--- src/rtl/spi_xfer_ctrl.sv ---
// SPI transfer sequencer: frames cs_n/tip around the clkgen edge pulses.
// Optional CS setup/hold delay states are built when SPI_CS_DELAY_EN is defined.
module spi_xfer_ctrl #(
  parameter int LEN_WIDTH = 7,
  parameter int DLY_WIDTH = 8
) (
  input  logic                 sys_clk,
  input  logic                 rst,
  input  logic                 start,
  input  logic                 abort,
  input  logic [LEN_WIDTH-1:0] char_len,
  input  logic [DLY_WIDTH-1:0] cs_setup,
  input  logic [DLY_WIDTH-1:0] cs_hold,
  input  logic                 shift_i,
  input  logic                 sample_i,
  output logic                 tip,
  output logic                 cs_n,
  output logic                 busy,
  output logic                 done,
  output logic                 aborted,
  output logic [LEN_WIDTH:0]   bit_cnt
);

  localparam logic [1:0] S_IDLE  = 2'd0;
  localparam logic [1:0] S_XFER  = 2'd2;
`ifdef SPI_CS_DELAY_EN
  localparam logic [1:0] S_SETUP = 2'd1;
  localparam logic [1:0] S_HOLD  = 2'd3;
`endif

  logic [1:0]           state;
  logic [LEN_WIDTH-1:0] len_q;
  logic [LEN_WIDTH+1:0] edge_cnt;
  logic [LEN_WIDTH+1:0] edge_nxt;
  logic [LEN_WIDTH+1:0] target;
  logic [LEN_WIDTH:0]   frame_len;
  logic                 edge_p;
  logic                 last_edge;

  // Length 0 means a full 2^LEN_WIDTH-bit frame; two clock edges per bit.
  assign frame_len = (len_q == '0) ? {1'b1, {LEN_WIDTH{1'b0}}}
                                   : {1'b0, len_q};
  assign target    = {frame_len, 1'b0};
  assign edge_p    = shift_i | sample_i;
  assign edge_nxt  = edge_cnt + 1'b1;
  assign last_edge = edge_p && (edge_nxt == target);

`ifdef SPI_CS_DELAY_EN
  logic [DLY_WIDTH-1:0] setup_q;
  logic [DLY_WIDTH-1:0] hold_q;
  logic [DLY_WIDTH-1:0] dly_cnt;
  logic [DLY_WIDTH-1:0] dly_nxt;

  assign dly_nxt = dly_cnt + 1'b1;
`else
  logic unused_dly;

  assign unused_dly = ^{cs_setup, cs_hold};
`endif

  always_ff @(posedge sys_clk or posedge rst) begin
    if (rst) begin
      state    <= S_IDLE;
      tip      <= 1'b0;
      cs_n     <= 1'b1;
      busy     <= 1'b0;
      done     <= 1'b0;
      aborted  <= 1'b0;
      bit_cnt  <= '0;
      edge_cnt <= '0;
      len_q    <= '0;
`ifdef SPI_CS_DELAY_EN
      setup_q  <= '0;
      hold_q   <= '0;
      dly_cnt  <= '0;
`endif
    end else begin
      done    <= 1'b0;
      aborted <= 1'b0;
      unique case (state)
        S_IDLE: begin
          if (start && !abort) begin
            len_q    <= char_len;
            bit_cnt  <= '0;
            edge_cnt <= '0;
            cs_n     <= 1'b0;
            busy     <= 1'b1;
`ifdef SPI_CS_DELAY_EN
            setup_q  <= cs_setup;
            hold_q   <= cs_hold;
            dly_cnt  <= '0;
            if (cs_setup != '0) begin
              state <= S_SETUP;
            end else begin
              tip   <= 1'b1;
              state <= S_XFER;
            end
`else
            tip      <= 1'b1;
            state    <= S_XFER;
`endif
          end
        end
`ifdef SPI_CS_DELAY_EN
        S_SETUP: begin
          dly_cnt <= dly_nxt;
          if (abort) begin
            cs_n    <= 1'b1;
            busy    <= 1'b0;
            aborted <= 1'b1;
            state   <= S_IDLE;
          end else if (dly_nxt == setup_q) begin
            tip   <= 1'b1;
            state <= S_XFER;
          end
        end
`endif
        S_XFER: begin
          if (abort) begin
            tip     <= 1'b0;
            cs_n    <= 1'b1;
            busy    <= 1'b0;
            aborted <= 1'b1;
            state   <= S_IDLE;
          end else begin
            if (edge_p) edge_cnt <= edge_nxt;
            if (sample_i) bit_cnt <= bit_cnt + 1'b1;
            if (last_edge) begin
              tip <= 1'b0;
`ifdef SPI_CS_DELAY_EN
              dly_cnt <= '0;
              if (hold_q != '0) begin
                state <= S_HOLD;
              end else begin
                cs_n  <= 1'b1;
                busy  <= 1'b0;
                done  <= 1'b1;
                state <= S_IDLE;
              end
`else
              cs_n  <= 1'b1;
              busy  <= 1'b0;
              done  <= 1'b1;
              state <= S_IDLE;
`endif
            end
          end
        end
`ifdef SPI_CS_DELAY_EN
        S_HOLD: begin
          dly_cnt <= dly_nxt;
          if (abort) begin
            cs_n    <= 1'b1;
            busy    <= 1'b0;
            aborted <= 1'b1;
            state   <= S_IDLE;
          end else if (dly_nxt == hold_q) begin
            cs_n  <= 1'b1;
            busy  <= 1'b0;
            done  <= 1'b1;
            state <= S_IDLE;
          end
        end
`endif
        default: begin
          tip   <= 1'b0;
          cs_n  <= 1'b1;
          busy  <= 1'b0;
          state <= S_IDLE;
        end
      endcase
    end
  end

endmodule
--- config.mk ---
export PLATFORM = sky130hd
export DESIGN_NAME = spi_xfer_ctrl
export DESIGN_NICKNAME = d
export VERILOG_FILES = /design/src/rtl/spi_xfer_ctrl.sv
export SDC_FILE = /design/constraint.sdc
export NUM_CORES = 1
export LEC_CHECK = 0
export CAP_MARGIN = 20
export CORE_MARGIN = 5
export CORE_UTILIZATION = 42
export DETAILED_ROUTE_END_ITERATION = 12
export GPL_ROUTABILITY_DRIVEN = 0
export PLACE_DENSITY = 0.78
export SLEW_MARGIN = 40
export SYNTH_ARGS = -nofsm -noshare
export SYNTH_HDL_FRONTEND = slang
export SYNTH_SLANG_ARGS = --single-unit
--- constraint.sdc ---
create_clock -name sys_clk -period 1.8 [get_ports sys_clk]
set_input_delay 0.18 -clock sys_clk [delete_from_list [all_inputs] [get_ports sys_clk]]
set_output_delay 0.18 -clock sys_clk [all_outputs]
set_load 0.01 [all_outputs]
-- After elaboration in Yosys (flattened, before gate mapping)
Cells that the tools add are included.
- flip-flop bits (word level): 30
- input bits: 29
- output and inout port bits: 13
- logic and storage cells: 54
- add/subtract/negate cells: 2
- equal/unequal tests: 7
- muxes and demuxes: 26
- bitwise operators: 1
- reduce and logical (&&, ||, !) cells: 10
- operators by type and width (cell ; count):
    $mux 8 ; 4
    $mux 9 ; 3
    $pmux 9 s2 ; 1
    $pmux 8 s2 ; 1
    $mux 1 ; 11
    $add 9x1->9 const B ; 1
    $eq 9x9->1 ; 1
    $add 8x1->8 const B ; 1
    $ne 2x2->1 const B ; 4
    $reduce_and 4->1 ; 2
    $logic_not 7->1 ; 1
    $mux 2 ; 3
    $pmux 1 s2 ; 2
    $pmux 2 s2 ; 1
    $reduce_and 2->1 ; 2
    $ne 3x3->1 const B ; 1
    $eq 2x2->1 const B ; 1
    $logic_and 1x1->1 ; 2
    $logic_not 2->1 ; 1
    $reduce_bool 2->1 ; 1
    $logic_not 1->1 ; 1
    $or 1x1->1 ; 1

-- Depth between registers and ports, before layout
Gate-level depths: netlist (run 1).
- depth in word-level cells: 7
- depth in mapped cells: 7
- gate-level depth less buffers: 6

-- Least setup slack after synthesis (run 1)
OpenSTA, ideal clock, no wires.
- path type: register to register
- start: register edge_cnt[0]
- end: register busy
- setup time: 65 ps
- arrival: 1596 ps
- required time: 1735 ps
- path slack: 139 ps
- cell stages (with the launch flop): 7
- buffers on the path: 1
- period minus slack after synthesis: 1661 ps
- cells stage by stage: dfrtp_1 > ha_1 > clkbuf_1 > mux2_2 > a211o_1 > nand3_1 > o21ba_1
- longest elaborated chain between the ends: 5
- RTL lines (what ; line ; source):
    start: declaration ; 33 ; logic [LEN_WIDTH+1:0] edge_cnt;
    start signal: assignment ; 126 ; if (edge_p) edge_cnt <= edge_nxt;
    $add 9x1->9 ; 45 ; assign edge_nxt = edge_cnt + 1'b1;
    $eq 9x9->1 ; 46 ; assign last_edge = edge_p && (edge_nxt == target);
    $logic_and 1x1->1 ; 46 ;
    $ne 3x3->1 (no line) ; - ;
    $reduce_and 2->1 (no line) ; - ;
    end signal: assignment ; 66 ; busy <= 1'b0;
    end signal: assignment ; 87 ; busy <= 1'b1;
    end signal: assignment ; 122 ; busy <= 1'b0;
    end: declaration ; 18 ; output logic busy,
Every way passes these cells.
A chain may end at the register's enable or synchronous reset.

-- Worst setup path after layout (run 1)
- start: register len_q[0]
- end: register busy
- longest elaborated chain between the ends: 6
- RTL lines (what ; line ; source):
    start: declaration ; 32 ; logic [LEN_WIDTH-1:0] len_q;
    start signal: assignment ; 83 ; len_q <= char_len;
    $logic_not 7->1 ; 41 ; assign frame_len = (len_q == '0) ? {1'b1, {LEN_WIDTH{1'b0}}}
    $mux 8 (*) ; 41 ;
    $eq 9x9->1 (*) ; 46 ;
    $logic_and 1x1->1 (*) ; 46 ;
    $ne 3x3->1 (no line) (*) ; - ;
    $reduce_and 2->1 (no line) (*) ; - ;
Every way passes the cells marked *; elsewhere a longest branch is shown, timed or not.

==> results.cfg, run 1 <==
[run_status]
status = complete, no violations

[sta]
timing.slew.headroom = 0.7655
skew_ps = 5.981
period_minus_slack_ps = 1754
fin_crit_sh = 0.9742
tightest_slew_ps = 351.4
setup_viol = 0
slew_violations = 0
final_hold_viol_count = 0
rsz0062_at_grt = true
whs_ps = 95.47
clock.fmax_mhz = 570.3

[grt]
grt_pass1_vias = 1280
grt_pass1_wl_um = 5871
grt_max_degree = 16
grtUsageTotal = 0.1469
antenna_found_initial = 0
grt_remaining_overflow = 0

[routing]
antenna_left = 0
route.final.wire_length_um = 3381
wl_per_cell_um = 15.16
vias_per_cell = 5.345
vias = 1192
route.detailed.drc = 0
drt_iter0_drc = 52
first_pass_iters = 4

[final_layout]
stdcell_area_um2 = 1882
nets = 209
fillers = 300
syn2layout_area_growth_pct = 26.71
utilization = 0.5552
antenna_cells = 0
layout-drive-gt1-share = 0.1808

[setup_path]
crit_path_max_incr_delay_ps = 550
end_kind = flop
crit_chain = or4_4 > nor4_4 > xnor3_1 > nand4_1 > o21ba_1
worst-setup-path-type = flop to flop
start_kind = flop
cp.required_ps = 2040
crit_fanout = 3
critPathSlowestCell = or4_4
arrival_ps = 1990

[synth]
synth_fa_ha_area_frac = 0.01685
synth-seq-cells = 28
synth_area_leaders = dfrtp_1 45%, xor2_1 7.7%, mux2_2 6.8%
yosysSeqAreaShare = 0.4726
synth_most_common_cell = dfrtp_1
postSynth.asyncResetShare = 1.000
synth.cell_area_um2 = 1485
synth_compound_area_frac = 0.1061
synth_edf_count = 0
syn-instance-count = 144
avgSynthCellArea_um2 = 10.31
yosys_warnings = 0
ys_types = 36
synth_top_family_by_area = simple AND/OR/NAND/NOR gates
synth_common_cells = 27 x dfrtp_1, 20 x nor2_1, 13 x o21ai_0, 13 x xor2_1, 12 x nand2_1
yosysTopAreaCellShare = 0.4549
synthMuxAreaShare = 0.06824
synthSimpleGateAreaFrac = 0.2022
synth_fp_nets = 175
synth_xor_area_frac = 0.1095
synth_ff_type = dfrtp_1
synth.largest_area_cell = dfrtp_1

[cts]
clock_latency_ps = 330
cts_made_buffers = 3
cts_sinks = 28
htreeDepth = 1
cts_tree = done
clk_path_buf_depth = 2
clkTransAtPathRegs_ps = 160
root_buffer = clkbuf_4

[place]
place_area_um2 = 1843
dpl.hpwl_um = 2620
io_buffers = 25

[power]
power.density_nw_per_um2 = 729.9
leakagePower_uw = 0.0008260
worst_ir_drop_vdd_mv = 0.3634

[die]
die_h_um = 69.47
initial_core_util = 0.4382
core_um2 = 3390
fp-row-count = 21
io-pin-count = 42
dieWidth_um = 69.47
die_area_um2 = 4825

[hold_path]
worstHoldPathType = primary input to async pin

[run]
drv_cap = 0
[worst max-delay path: cells and delay by family, from the launching register on]
family | cells | cell delay, ps
AOI/OAI and AO/OA | 1 | 210
xor gates and xnor gates | 1 | 170
DFF | 1 | 410
and+or+nand+nor | 3 | 870
[report_power, final]
group	switching (uW)	internal, uW
clock network	191	124
registers	58.7	685
logic	141	175
[final cells by class]
cell class	instances	area [um2]	area share
inverter	1	3.754	0.001995
tap	46	57.56	0.03059
clock buffer	4	36.28	0.01928
sequential	28	701.9	0.3730
multi-input combinational	108	749.5	0.3983
timing repair buffer	36	332.8	0.1769
[state kept, by name (all words and copies together) (netlist names)]
register / count
edge_cnt: 9
bit_cnt: 8
len_q: 7
aborted: 1
busy: 1
cs_n: 1
done: 1
[through the flow]
stage,setup WS (ps),total power [uW],setup TNS [ps],instances
3_5_place_dp,66.70,1070,0,219
3_3_place_gp,70.67,1045,0,219
4_1_cts,37.03,1379,0,223
6_report,46.40,1374,0,223
2_1_floorplan,138.8,928.6,0,144
5_1_grt,-68.17,1443,-123.7,223
[cell families (layout without fill, tap and decap cells)]
logic type	after synthesis	in the layout
adder cells (fa/ha/maj)	2	2
buffers and inverters	8	41
XOR/XNOR	17	17
AO/OA/AOI/OAI	25	25
flip-flops	28	28
AND/OR/NAND/NOR	55	55
multiplexers	9	9
[per-layer routing]
metal	GRT usage	routed length [um]	vias to the layer above
met5	0	0	-
met4	0.05857	34	0
met3	0.03043	171	4
met2	0.2669	1825	45
met1	0.1661	1350	577
li1	-	-	566
[layout by cell type, fill, tap and decap left out, types with 2 or more instances in the layout]
cell	Yosys	layout
nand4_1	4	4
clkdlybuf4s50_1	0	25
and3_1	2	2
a22o_1	2	2
xor2_1	13	13
a21oi_1	2	2
nor2_1	20	20
o21ai_0	13	13
nor3b_2	2	2
mux2_2	9	9
xnor2_1	3	3
dfrtp_1	27	27
buf_4	1	11
clkbuf_4	0	3
nand3_1	5	5
nand2_1	12	12
o31ai_1	2	2
a21o_1	2	2
[repair_timing]
item,in CTS,in global routing
gates resized for setup,0,1
buffers inserted,0,0
endpoints found under the setup margin,0,3
hold buffers,0,0
[worst paths after layout]
path / slack, ps / start / end / depth (start not counted)
min in group sys_clk: 450 / char_len[6] / len_q[6]$_DFFE_PP0P_ / 2
worst min-delay path: 100 / rst / bit_cnt[0]$_DFFE_PP0P_ / 2
worst max register to register: 50 / len_q[0]$_DFFE_PP0P_ / busy$_DFFE_PP0P_ / 5
worst min register to register: 510 / edge_cnt[8]$_DFFE_PP0P_ / edge_cnt[8]$_DFFE_PP0P_ / 1
worst max-delay path: 50 / len_q[0]$_DFFE_PP0P_ / busy$_DFFE_PP0P_ / 5
max in group asynchronous: 1160 / rst / cs_n$_DFFE_PP1P_ / 3
Note: power is estimated with default switching activity, not from simulation.
==> inputs of run 2 (changes only) <==
- PLACE_DENSITY: 0.78 -> 0.87
==> results.cfg, run 2 (synthesis results as in run 1) <==
[run_status]
status = complete, no violations

[setup_path]
rrSetupSlack_ps = 50
end_kind = flop
cp_num_cells = 5
crit_start = len_q[0]$_DFFE_PP0P_
crit_family = simple AND/OR/NAND/NOR gates
critPathSlowestCell = or4_4
worst-setup-path-type = flop to flop
reg2reg_depth = 5
cp.required_ps = 2020
crit_path_max_incr_delay_ps = 550
endpoint = busy$_DFFE_PP0P_
crit_chain = or4_4 > nor4_4 > xnor3_1 > nand4_1 > o21ba_1
crit_fanout = 3
start_kind = flop
crit_buf_inv = 0
timing.rr.end = busy$_DFFE_PP0P_
r2r-start = len_q[0]$_DFFE_PP0P_
arrival_ps = 1970

[power]
leakagePower_uw = 0.0008164
p_int_uw = 980.7
power.density_nw_per_um2 = 722.4
swShare = 0.2728
p_seq_frac = 0.552
p_sw_uw = 368.0
clockPowerShare = 0.222
worst_ir_drop_vdd_mv = 0.4643
p_comb_frac = 0.225

[final_layout]
utilization = 0.5508
layout_commonest_cell = dfrtp_1
layout_common_cells = 27 x dfrtp_1, 25 x clkdlybuf4s50_1, 20 x nor2_1
layout-drive-gt1-share = 0.1714
finalNonFillerCells = 221
antenna_cells = 0
stdcell_area_um2 = 1867
largest_registers = edge_cnt (9), bit_cnt (8), len_q (7)
largest_reg_flops = 9
nets = 207
top_register = edge_cnt
syn2layout_area_growth_pct = 25.70

[routing]
drt_iter0_drc = 31
vias_per_cell = 5.267
wl_per_cell_um = 13.61
route.final.wire_length_um = 3007
antenna_left = 0
first_pass_iters = 4
route.detailed.drc = 0
vias = 1164

[hold_path]
worstHoldPathType = primary input to async pin

[sta]
rsz0062_at_grt = true
timing.slew.headroom = 0.7738
timing.setup.tns_ps = 0
final_hold_viol_count = 0
whs_ps = 196.2
fin_crit_sh = 0.9720
period_minus_slack_ps = 1750
tightest_slew_ps = 335.0
setup_viol = 0
skew_ps = 3.826
slew_violations = 0
clock.fmax_mhz = 571.6

[grt]
grtUsageTotal = 0.1265
antenna_found_initial = 0
grt_pass1_wl_um = 5147
grt_max_degree = 29
grt_remaining_overflow = 0
grt_pass1_vias = 1144

[place]
place_area_um2 = 1828
dp_cells = 217
io_buffers = 25
dpl.hpwl_um = 2246

[cts]
clock_latency_ps = 320
clk_path_buf_depth = 2
root_buffer = clkbuf_4
cts_tree = done
htreeDepth = 1
clkTransAtPathRegs_ps = 150
cts_sinks = 28
cts_made_buffers = 3

[die]
die_area_um2 = 4825
fp-row-count = 21
core_um2 = 3390
dieWidth_um = 69.47
die_h_um = 69.47
initial_core_util = 0.4382
io-pin-count = 42

[run]
drv_cap = 0
==> run 2: worst min-delay path by stage <==
stage / to / slack (ps) / cells after the start
2_1_floorplan: aborted$_DFF_PP0_ / 240 / 1
3_3_place_gp: edge_cnt[8]$_DFFE_PP0P_ / 470 / 1
3_5_place_dp: edge_cnt[8]$_DFFE_PP0P_ / 490 / 1
4_1_cts: len_q[3]$_DFFE_PP0P_ / 210 / 3
5_1_grt: len_q[5]$_DFFE_PP0P_ / 230 / 3
6_report: len_q[3]$_DFFE_PP0P_ / 200 / 3
==> run 2: timing repair <==
| item | CTS | global route |
|---|---|---|
| endpoints found under the setup margin | 0 | 3 |
| hold buffers | 0 | 0 |
| setup buffers | 0 | 0 |
| gates resized for setup | 0 | 1 |
==> run 2: metrics by stage <==
stage               setup slack, ps  total power [uW]
global placement              60.91              1042
floorplan                     138.8             928.6
global route                 -19.79              1417
finish                        50.38              1349
CTS                           49.71              1355
detailed placement           -25.58              1059
==> run 2: power by group through the flow <==
stage               Sequential [uW]  Combinational, uW  Clock (uW)
floorplan                       753                175           0
global placement                750                292           0
detailed placement              757                302           0
CTS                             744                303         308
global route                    751                335         331
finish                          745                304         300
==> run 2: area by class of cell <==
type | count | area [um2]
timing repair buffer | 34 | 317.8
sequential | 28 | 701.9
clock buffer | 4 | 36.28
inverter | 1 | 3.754
multi-input combinational | 108 | 749.5
tap | 46 | 57.56
fill | 278 | 1523
==> run 2: routing by layer <==
| metal | GRT usage | routed length (um) |
|---|---|---|
| met5 | 0 | 0 |
| met4 | 0.03688 | 49 |
| met3 | 0.02319 | 132 |
| met2 | 0.2150 | 1436 |
| met1 | 0.1632 | 1388 |
==> run 2: worst min-delay path, stage by stage <==
cell and delay, ps:
clkdlybuf4s50_1 390, inv_1 50, buf_4 320
